[src/rtl/mips_writeback.sv]
// mips_writeback: register-file write port arbiter with a buffered memory-result FIFO.
// Optional macro WB_BYPASS_EN builds the pend_data forwarding mux.
module mips_writeback #(
    parameter int DEPTH = 4
) (
    input  logic        clock,
    input  logic        reset,
    input  logic        alu_valid,
    input  logic [4:0]  alu_reg,
    input  logic [31:0] alu_data,
    input  logic        mem_valid,
    input  logic [4:0]  mem_reg,
    input  logic [31:0] mem_data,
    output logic        mem_ready,
    output logic        RegWrite,
    output logic [4:0]  WriteReg,
    output logic [31:0] WriteData,
    input  logic [4:0]  pend_reg,
    output logic        pend_hit,
    output logic [31:0] pend_data,
    output logic        overflow
);
    localparam int AW = $clog2(DEPTH);
    localparam logic [AW:0] FULL = (AW+1)'(DEPTH);

    logic [4:0]       q_reg  [DEPTH];
    logic [31:0]      q_data [DEPTH];
    logic [DEPTH-1:0] live;
    logic [DEPTH-1:0] hit_vec;
    logic [AW-1:0]    rd_ptr;
    logic [AW-1:0]    wr_ptr;
    logic [AW:0]      count;
    logic             push;
    logic             pop;
    logic             squash;

    assign mem_ready = count < FULL;
    assign squash    = alu_valid && alu_reg != 5'd0;
    assign push      = mem_valid && mem_ready && mem_reg != 5'd0;
    assign pop       = !alu_valid && count != '0;

    always_comb begin
        hit_vec = '0;
        for (int i = 0; i < DEPTH; i++) begin
            hit_vec[i] = live[i] && q_reg[i] == pend_reg;
        end
    end

    assign pend_hit = pend_reg != 5'd0 &&
                      (|hit_vec || (RegWrite && WriteReg == pend_reg));

`ifdef WB_BYPASS_EN
    logic [AW-1:0] idx;

    // Scan oldest to youngest so the youngest live match wins.
    always_comb begin
        pend_data = (RegWrite && WriteReg == pend_reg) ? WriteData : '0;
        idx = wr_ptr;
        for (int k = DEPTH; k >= 1; k--) begin
            idx = wr_ptr - AW'(k);
            if (hit_vec[idx]) begin
                pend_data = q_data[idx];
            end
        end
    end
`else
    assign pend_data = '0;
`endif

    always_ff @(posedge clock) begin
        if (reset) begin
            RegWrite  <= 1'b0;
            WriteReg  <= '0;
            WriteData <= '0;
            overflow  <= 1'b0;
            count     <= '0;
            live      <= '0;
            rd_ptr    <= '0;
            wr_ptr    <= '0;
        end else begin
            if (alu_valid) begin
                RegWrite  <= squash;
                WriteReg  <= alu_reg;
                WriteData <= alu_data;
            end else if (pop) begin
                RegWrite  <= live[rd_ptr];
                WriteReg  <= q_reg[rd_ptr];
                WriteData <= q_data[rd_ptr];
            end else begin
                RegWrite  <= 1'b0;
            end
            for (int i = 0; i < DEPTH; i++) begin
                if (squash && q_reg[i] == alu_reg) begin
                    live[i] <= 1'b0;
                end
            end
            if (pop) begin
                live[rd_ptr] <= 1'b0;
                rd_ptr       <= rd_ptr + AW'(1);
            end
            // A same-cycle ALU write to the same register kills the new entry.
            if (push) begin
                live[wr_ptr] <= !(squash && mem_reg == alu_reg);
                wr_ptr       <= wr_ptr + AW'(1);
            end
            if (push && !pop) begin
                count <= count + (AW+1)'(1);
            end else if (pop && !push) begin
                count <= count - (AW+1)'(1);
            end
            if (mem_valid && !mem_ready) begin
                overflow <= 1'b1;
            end
        end
    end

    always_ff @(posedge clock) begin
        if (push) begin
            q_reg[wr_ptr]  <= mem_reg;
            q_data[wr_ptr] <= mem_data;
        end
    end

endmodule

[config.mk]
export PLATFORM = sky130hd
export DESIGN_NAME = mips_writeback
export DESIGN_NICKNAME = d
export VERILOG_FILES = /design/src/rtl/mips_writeback.sv
export SDC_FILE = /design/constraint.sdc
export NUM_CORES = 1
export LEC_CHECK = 0
export CAP_MARGIN = 20
export CORE_ASPECT_RATIO = 1.2
export CORE_MARGIN = 8
export CORE_UTILIZATION = 55
export CTS_BUF_LIST = sky130_fd_sc_hd__clkbuf_4 sky130_fd_sc_hd__clkbuf_8
export DETAILED_ROUTE_END_ITERATION = 6
export MAX_ROUTING_LAYER = met4
export PLACE_DENSITY = 0.81
export SYNTH_ARGS = -nofsm -noshare
export SYNTH_HDL_FRONTEND = slang
export SYNTH_SLANG_ARGS = --single-unit
[constraint.sdc]
create_clock -name clock -period 2.6 [get_ports clock]
set_clock_uncertainty 0.2 [all_clocks]
set_input_delay 0.52 -clock clock [delete_from_list [all_inputs] [get_ports clock]]
set_output_delay 0.52 -clock clock [all_outputs]
set_load 0.02 [all_outputs]
Yosys cells after proc, flatten, opt, wreduce, memory -nomap -nowiden
Memory sizes are Yosys's and may differ from the RTL's. A register that Yosys moved wholly into a read port is not among the register bits.
Index checks and enable logic that the tools add are counted.
{"block": "classes", "add_sub_neg": 4, "n_lt_le_gt_ge": 5, "eq_ne": 10, "muxes": 32, "n_bitwise": 2, "reduce_logical": 33}
{"operator": "$mux W32", "count": 2}
{"operator": "$eq A5 B5 Y1", "count": 10}
{"operator": "$logic_and A1 B1 Y1", "count": 20}
{"operator": "$mux W1", "count": 15}
{"operator": "$reduce_bool A5 Y1", "count": 3}
{"operator": "$mux W4", "count": 3}
{"operator": "$mux W5", "count": 2}
{"operator": "$mux W2", "count": 4}
{"operator": "$lt A2 B3 Y1 const B", "count": 2}
{"operator": "$mux W3", "count": 2}
{"operator": "$logic_not A1 Y1", "count": 5}
{"operator": "$add A2 B1 Y2 const B", "count": 2}
{"operator": "$and A4 B4 Y4", "count": 1}
{"operator": "$bwmux W4", "count": 1}
{"operator": "$demux W1 S2", "count": 2}
{"operator": "$ge A2 B1 Y1 const B", "count": 2}
{"operator": "$not A4 Y4", "count": 1}
{"operator": "$reduce_bool A2 Y1", "count": 2}
{"operator": "$reduce_or A4 Y1", "count": 1}
{"operator": "$add A3 B1 Y3 const B", "count": 1}
{"operator": "$lt A3 B3 Y1 const B", "count": 1}
{"operator": "$reduce_bool A3 Y1", "count": 1}
{"operator": "$sub A3 B1 Y3 const B", "count": 1}
{"operator": "$bmux W1 S2", "count": 1}
{"operator": "$logic_or A1 B1 Y1", "count": 1}
{"block": "word_totals", "reg_bits": 50, "mem_bits_rw": 148, "output_inout_bits": 73, "n_memories": 2}
{"memory": "q_data", "depth": 4, "width": 32, "read_ports": 1, "rd_ports_with_merged_regs": 1, "wr": 1, "line": "27", "rtl": "logic [31:0] q_data [DEPTH];"}
{"memory": "q_reg", "depth": 4, "width": 5, "read_ports": 5, "rd_ports_with_merged_regs": 1, "wr": 1, "line": "26", "rtl": "logic [4:0] q_reg [DEPTH];"}

Logic depth before layout (Yosys ltp)
Gate-level depths: netlist of the first run.
{"block": "depth", "word_depth": 10, "mapped_depth": 10}

Worst setup path after synthesis of the first run
No wires, ideal clock.
{"block": "synth_path", "path_kind": "input-to-reg", "startpoint": "input port mem_reg[2]", "endpoint": "register count[2]", "setup_ps": 70, "t_arrival_ps": 2220, "t_required_ps": 2330, "path_slack_ps": 110, "stages": 9, "path_buffers": 1, "cell_sequence": "or3_1 > o311a_1 > buf_6 > ha_1 > inv_1 > fa_1 > xor2_1 > or3_1 > a21oi_1"}
{"block": "synth_between", "elab_chain_cells": 5, "elab_cells_between_ends": 7, "classes_between": "mux (1); reduce/logical (6)"}
{"element": "start, declared", "line": "12", "rtl": "input logic [4:0] mem_reg,"}
{"element": "$reduce_bool A5 Y1 *", "line": "39", "rtl": "assign push = mem_valid && mem_ready && mem_reg != 5'd0;"}
{"element": "$logic_and A1 B1 Y1 *", "line": "39"}
{"element": "via push", "line": "33", "rtl": "logic push;"}
{"element": "$logic_not A1 Y1", "line": "108", "rtl": "end else if (pop && !push) begin"}
{"element": "$logic_and A1 B1 Y1", "line": "108"}
{"element": "$reduce_bool A2 Y1 (no line)"}
{"element": "end signal, assigned", "line": "107", "rtl": "count <= count + (AW+1)'(1);"}
{"element": "end signal, assigned", "line": "109", "rtl": "count <= count - (AW+1)'(1);"}
{"element": "end, declared", "line": "32", "rtl": "logic [AW:0] count;"}
Mark *: on every way through the listed nets, which the timed path passes. The rest lies on a longest branch.
A chain may end at the register's enable or synchronous reset.

==> run metrics, run 1 <==
register area=5490 um^2; pin count of the biggest net entering global routing=52; Overflow after GRT=0; area share of and/or/nand/nor cells after synthesis=around 5.6%; r2r setup slk=a little under 0.3 ns; worst reg2reg path startpoint=count[0]; core footprint=about 16000 um^2; Max Cap Viol=0; DR iter-0 viols=320; Adder-Cell Fraction of Synth Area=under 10%; final hold vios=0; gpl congestion=between 0.9 and 1; final instance count without filler cells=approximately 940; asr flop ratio synth=0%; sequential fraction of the synthesis area=a little over 60%; I/O pin count=between 150 and 200; CTS tree=yes; detailed placement HPWL=14200 um; Fin Setup TNS=-0.000596 ns; Critical Path End=pend_hit; syn avg cell area=about 16 um^2; WS Path Type=flip-flop to output pin; Final nets=around 810; mux contribution to synthesized area=between 10% and 20%; TritonRoute pass-1 iters=4; RR Endpoint=count[2]; area of the multi-input gates=3050 um^2; Rel. slew slack=about half; Die W=around 130 um; clock buffer depth=2; max reg flops=~130; cell total after placement=900; crit path cell chain=xor2_1, nor4_1, nand3_1, nand2_1, o22a_1, buf_6; total CTS buffers=17; initial core utilization=between 50 and 60%; CP Capture Type=output pin; Port Buffers=about 120; Tcrit/Tclk final=100%; DR vias=approximately 5100; global-route wire length before repair=31300 um; Post-synth EDFFs=approximately 150; mean number of vias per cell=between 5 and 6; area grow syn2layout=24.6%; Critical Path RT=1.88 ns; fin crit period=2.60 ns; Leak Pwr=around 0.004 uW; clock sinks=200; hold crit path type=input pin to flip-flop; max frequency=about 380 MHz; CP max FO=2; Crit. path cell count=6; Worst setup startpoint=q_reg[1][3]; CP Buf/Inv Count=1; vias in the first global route=~5700; Max Slew Vio Count=0; Syn Inst Count=~560; PD cells=837 nW/um^2; CP max stage delay=~0.46 ns; die area=a little over 20000 um^2; Top FF cell, synth=edfxtp_1; routed wire length per instance=roughly 21 um; Slew @ Worst Pin=between 0.7 and 0.8 ns; die height=between 150 and 200 um; startpoint types=flip-flop; Arrival @ worst endpoint=about 1.9 ns; Tot GR Track Use=between 20% and 30%; Yosys warning count=0; library cells used by synthesis=33; cell family with most CP delay=simple AND/OR/NAND/NOR gates; RSZ-0062 raised after global routing=true; Synth Area in Compound Gates=under 10%; Worst Hold Slack=between 0.2 and 0.3 ns; # H-tree levels=4; number of synthesized register bits=200; layout cells sized above 1=23.1%; Worst-path clk slew=~0.090 ns; final worst-path setup slack=-0.000596 ns; post-route ant nets=0; site row count=50; detailed-route DRC error count=0; slowest cell on the critical path=edfxtp_1; clk_lat worst skew=~0.46 ns; Post-Syn Area=8840 um^2; fill count=around 1100; antenna violations before repair=2; Worst R2R Path Depth=9; clock root cell=clkbuf_8; Setup Viol. Count Final=1; outcome=finished, violations left; failing checks=setup timing; combinational family with the most area after synthesis=multiplexers; WL final=around 20000 um; Worst VDD drop=0.000508 V; XOR/XNOR Fraction of Synth Area=5.35%
-- layer usage --
metal  vias to the layer above  global-route usage [%]  wire length (um)
met5                         -                       -                 0
met4                         0                    10.4               555
met3                        35                    4.54              1170
met2                       186                    36.4             10800
met1                      2540                    21.5              7470
li1                       2329                       -                 -
-- Yosys cell counts, types with 7 or more instances --
cell	count	area, um^2
mux4_2	25	563
edfxtp_1	148	4440
nand2_1	11	41.3
mux2_2	37	417
dfxtp_1	52	1040
inv_1	7	26.3
clkbuf_1	13	48.8
buf_2	12	60.1
ha_1	9	113
xnor2_1	17	149
xor2_1	37	324
mux4_1	13	342
mux2i_1	38	380
nor2_1	47	176
buf_4	32	240
-- area by class of cell --
cell class                      count  area share (%)
Tap cell                          208            2.36
Antenna cell                        2          0.0454
Sequential cell                   200            49.8
Clock inverter                     12            1.36
Timing Repair Buffer              173            16.1
Multi-Input combinational cell    314            27.7
Clock buffer                       20            2.33
Inverter                            7           0.239
-- through the flow --
stage / power, uW / worst slack (ns) / utilization, % / area (um^2)
finish: 9220 / -0.000596 / 70.4 / 11000
global route: 9650 / -0.152 / 70.4 / 11000
CTS: 9290 / -0.0137 / 70.1 / 11000
detailed placement: 7270 / -0.819 / 67.5 / 10600
global placement: 7130 / -0.631 / 67.5 / 10600
floorplan: 6200 / 0.110 / - / 8950
-- placed cells by master (no fill, tap or decap), types with 8 or more instances in the layout --
cell type and n:
clkbuf_8 17, clkdlybuf4s50_1 114, xnor2_1 17, mux2i_1 38, edfxtp_1 148, mux4_2 25
nand2_1 11, xor2_1 37, conb_1 32, ha_1 8, buf_12 14, mux2_2 37
buf_4 36, mux4_1 13, nor2_1 47, dfxtp_1 50
-- cells by family (layout without fill, tap and decap cells) --
group / after synthesis / in the layout
AOI/OAI and AO/OA: 13 / 13
adders and majority gates: 10 / 10
and+or+nand+nor: 92 / 92
muxes: 113 / 113
xor gates and xnor gates: 54 / 54
other: 1 / 34
buffers and inverters: 72 / 212
DFF: 200 / 200
-- worst min-delay path by stage --
| stage | startpoint | endpoint | slack, ns | cells after the start |
|---|---|---|---|---|
| 2_1_floorplan | count[2] | count[2] | 0.28 | 2 |
| 3_3_place_gp | overflow | overflow | 0.29 | 2 |
| 3_5_place_dp | overflow | overflow | 0.29 | 2 |
| 4_1_cts | reset | WriteData[27] | 0.29 | 3 |
| 5_1_grt | mem_reg[3] | q_reg[2][3] | 0.24 | 2 |
| 6_report | mem_reg[3] | q_reg[1][3] | 0.25 | 2 |
-- timing repair --
action / CTS / global route
setup endpoints to repair: 1 / 3
setup buffers: 1 / 1
resized for setup: 14 / 6
pin swaps: 9 / 1
hold buffers: 0 / 0
-- power breakdown --
| part | internal (uW) | switching, uW | total (uW) | leakage (uW) |
|---|---|---|---|---|
| sequential | 3880 | 238 | 4120 | 0.00179 |
| clock | 982 | 1030 | 2010 | 0.000205 |
| combinational | 1650 | 1430 | 3090 | 0.00200 |
(Power assumes the default switching activity.)
==> run 2: changes to the inputs <==
--- a/config.mk
+++ b/config.mk
@@ -6,13 +6,15 @@
 export NUM_CORES = 1
 export LEC_CHECK = 0
 export CAP_MARGIN = 20
+export CELL_PAD_IN_SITES_DETAIL_PLACEMENT = 0
+export CELL_PAD_IN_SITES_GLOBAL_PLACEMENT = 1
 export CORE_ASPECT_RATIO = 1.2
 export CORE_MARGIN = 8
-export CORE_UTILIZATION = 55
+export CORE_UTILIZATION = 30
 export CTS_BUF_LIST = sky130_fd_sc_hd__clkbuf_4 sky130_fd_sc_hd__clkbuf_8
 export DETAILED_ROUTE_END_ITERATION = 6
 export MAX_ROUTING_LAYER = met4
-export PLACE_DENSITY = 0.81
+export PLACE_DENSITY = 0.56
 export SYNTH_ARGS = -nofsm -noshare
 export SYNTH_HDL_FRONTEND = slang
 export SYNTH_SLANG_ARGS = --single-unit
==> run 2 against run 1 <==
Against the previous run:
- the run still ends with setup timing left
- fmax fell by 0.75%
- die area rose by 73%
- combinational power barely moved
- clock-buffer cell count fell by 3
- via count fell by 0.86%
- clock power rose by 8%
- sequential share of layout area fell by 1.0 points
- worst setup slack got worse by 0.020 ns
- critical path type unchanged
==> run metrics, run 2 (synthesis results as in run 1) <==
clock sinks=200 (unchanged); WL final=21900 um (was 20000 um); cell total after placement=1088 (was 900); max reg flops=128 (unchanged); slowest cell on the critical path=edfxtp_1 (unchanged); vias in the first global route=5715 (was 5702); Overflow after GRT=0 (unchanged); startpoint types=flip-flop (unchanged); area grow syn2layout=27.3% (was 24.6%); post-route ant nets=0 (unchanged); detailed-route DRC error count=0 (unchanged); Arrival @ worst endpoint=1.90 ns (was 1.88 ns); Worst VDD drop=0.000413 V (was 0.000508 V); Critical Path RT=1.88 ns (about the same); die height=204 um (was 155 um); clock buffer depth=2 (unchanged); Max Cap Viol=0 (unchanged); Tot GR Track Use=13.1% (was 20.7%); CP max FO=2 (unchanged); Max Slew Vio Count=0 (unchanged); initial core utilization=30.2% (was 56.5%); crit path cell chain=xor2_1, nor4_1, nand3_1, nand3_1, o22a_1, buf_6 (was xor2_1, nor4_1, nand3_1, nand2_1, o22a_1, buf_6); # H-tree levels=4 (unchanged); Worst setup startpoint=q_reg[3][4] (was q_reg[1][3]); Die W=173 um (was 132 um); Tcrit/Tclk final=101% (was 100%); antenna violations before repair=2 (unchanged); CP Capture Type=output pin (unchanged); Port Buffers=123 (unchanged); CTS tree=yes (unchanged); CP Buf/Inv Count=1 (unchanged); gpl congestion=0.833 (was 0.951); Leak Pwr=0.00401 uW (was 0.00399 uW); TritonRoute pass-1 iters=4 (unchanged); fin crit period=2.62 ns (was 2.60 ns); overall power=9380 uW (was 9220 uW); clk_lat worst skew=0.47 ns (was 0.46 ns); routed wire length per instance=19.4 um (was 21.4 um); mean number of vias per cell=4.49 (was 5.44); DP Worst Slack=-0.682 ns (was -0.819 ns); final worst-path setup slack=-0.0201 ns (was -0.000596 ns); RSZ-0062 raised after global routing=true (unchanged); outcome=finished, violations left (unchanged); fill count=2749 (was 1056); DR vias=5046 (was 5090); DR iter-0 viols=198 (was 320); CP max stage delay=0.47 ns (was 0.46 ns); WS Path Type=flip-flop to output pin (unchanged); total CTS buffers=17 (unchanged); Final nets=812 (was 806); CTS Hold Bufs=0 (unchanged); max frequency=382 MHz (was 385 MHz); post-layout util=38.4% (was 70.4%); die area=35200 um^2 (was 20400 um^2); PD cells=835 nW/um^2 (was 837 nW/um^2); CP most frequent cell=nand3_1; pin count of the biggest net entering global routing=52 (unchanged); most frequent cells in the layout=edfxtp_1, clkdlybuf4s50_1, dfxtp_1 (unchanged); worst hold start=overflow (was mem_reg[3]); detailed placement HPWL=15800 um (was 14200 um); worst reg2reg path startpoint=count[0] (unchanged); Setup Viol. Count Final=1 (unchanged); clock root cell=clkbuf_8 (unchanged); final hold vios=0 (unchanged); final instance count without filler cells=1125 (was 936); most common cell after layout, fill and taps aside=edfxtp_1 (unchanged); site row count=69 (was 50); global-route wire length before repair=33800 um (was 31300 um); Rel. slew slack=58.9% (was 49.4%); cell family with most CP delay=simple AND/OR/NAND/NOR gates (unchanged); Slew @ Worst Pin=0.617 ns (was 0.759 ns); layout cells sized above 1=23.2% (was 23.1%); Worst Hold Slack=0.283 ns (was 0.253 ns); Worst-path clk slew=0.11 ns (was 0.09 ns); I/O pin count=156 (unchanged); hold crit path type=flip-flop to flip-flop (was input pin to flip-flop); core footprint=29300 um^2 (was 15600 um^2); failing checks=setup timing (unchanged)
-- run 2: changes by cell type in the layout (fill, tap and decap cells not counted), sizes merged --
cell	before	now
clkinv	5	2
clkbuf	20	17
inv	9	15
clkdlybuf4s15	1	0
clkdlybuf4s50	114	115
buf	53	59
diode	2	3
dlygate4sd2	4	5
dlymetal6s2s	1	0
-- run 2: power breakdown --
part,switching (uW),total [uW],internal (uW)
Combinational,1450,3090,1640
Clock,1180,2180,996
Sequential,237,4120,3880
Total,2870,9380,6520
-- run 2: repair_timing --
| action | in CTS | in global routing |
|---|---|---|
| setup buffers | 2 | 0 |
| pin swaps | 9 | 1 |
| gates resized for setup | 11 | 2 |
| setup endpoints to repair | 1 | 2 |
| hold endpoints to repair | 0 | 0 |
-- run 2: tightest hold or removal path: stages (launching register included) --
cell     delay, ns
dfxtp_1       0.35
a21oi_1       0.04
nor2_1        0.07
-- run 2: routing by layer --
metal  vias to the layer above  wire, um  global-route usage, %
met5                         -         0                      -
met4                         0       517                   4.63
met3                        27      1360                   4.36
met2                       154     11100                   22.5
met1                      2524      8850                   14.0
li1                       2341         -                      -
-- run 2: worst paths after layout --
check / to / slack, ns / depth (start not counted)
hold / removal: overflow / 0.28 / 2
hold reg to reg: overflow / 0.28 / 2
setup / recovery: pend_hit / -0.02 / 6
setup reg to reg: count[2] / 0.32 / 9
-- run 2: per-stage QoR --
stage	cell area, um^2	TNS, ns
after global placement	10800	-24.14
after CTS	11200	-0.0575
final	11200	-0.0201
after floorplan	8950	0
after global routing	11200	-0.137
after detailed placement	10800	-28.39
-- run 2: final cells by class --
type	count	area (um^2)	share of cell area (%)
Timing Repair Buffer	179	1760	15.7
Tap cell	390	488	4.34
Antenna cell	3	7.51	0.0668
Clock inverter	15	208	1.85
Multi-Input combinational cell	314	3030	27.0
Clock buffer	17	234	2.08
Inverter	7	26.3	0.234
Sequential cell	200	5490	48.8
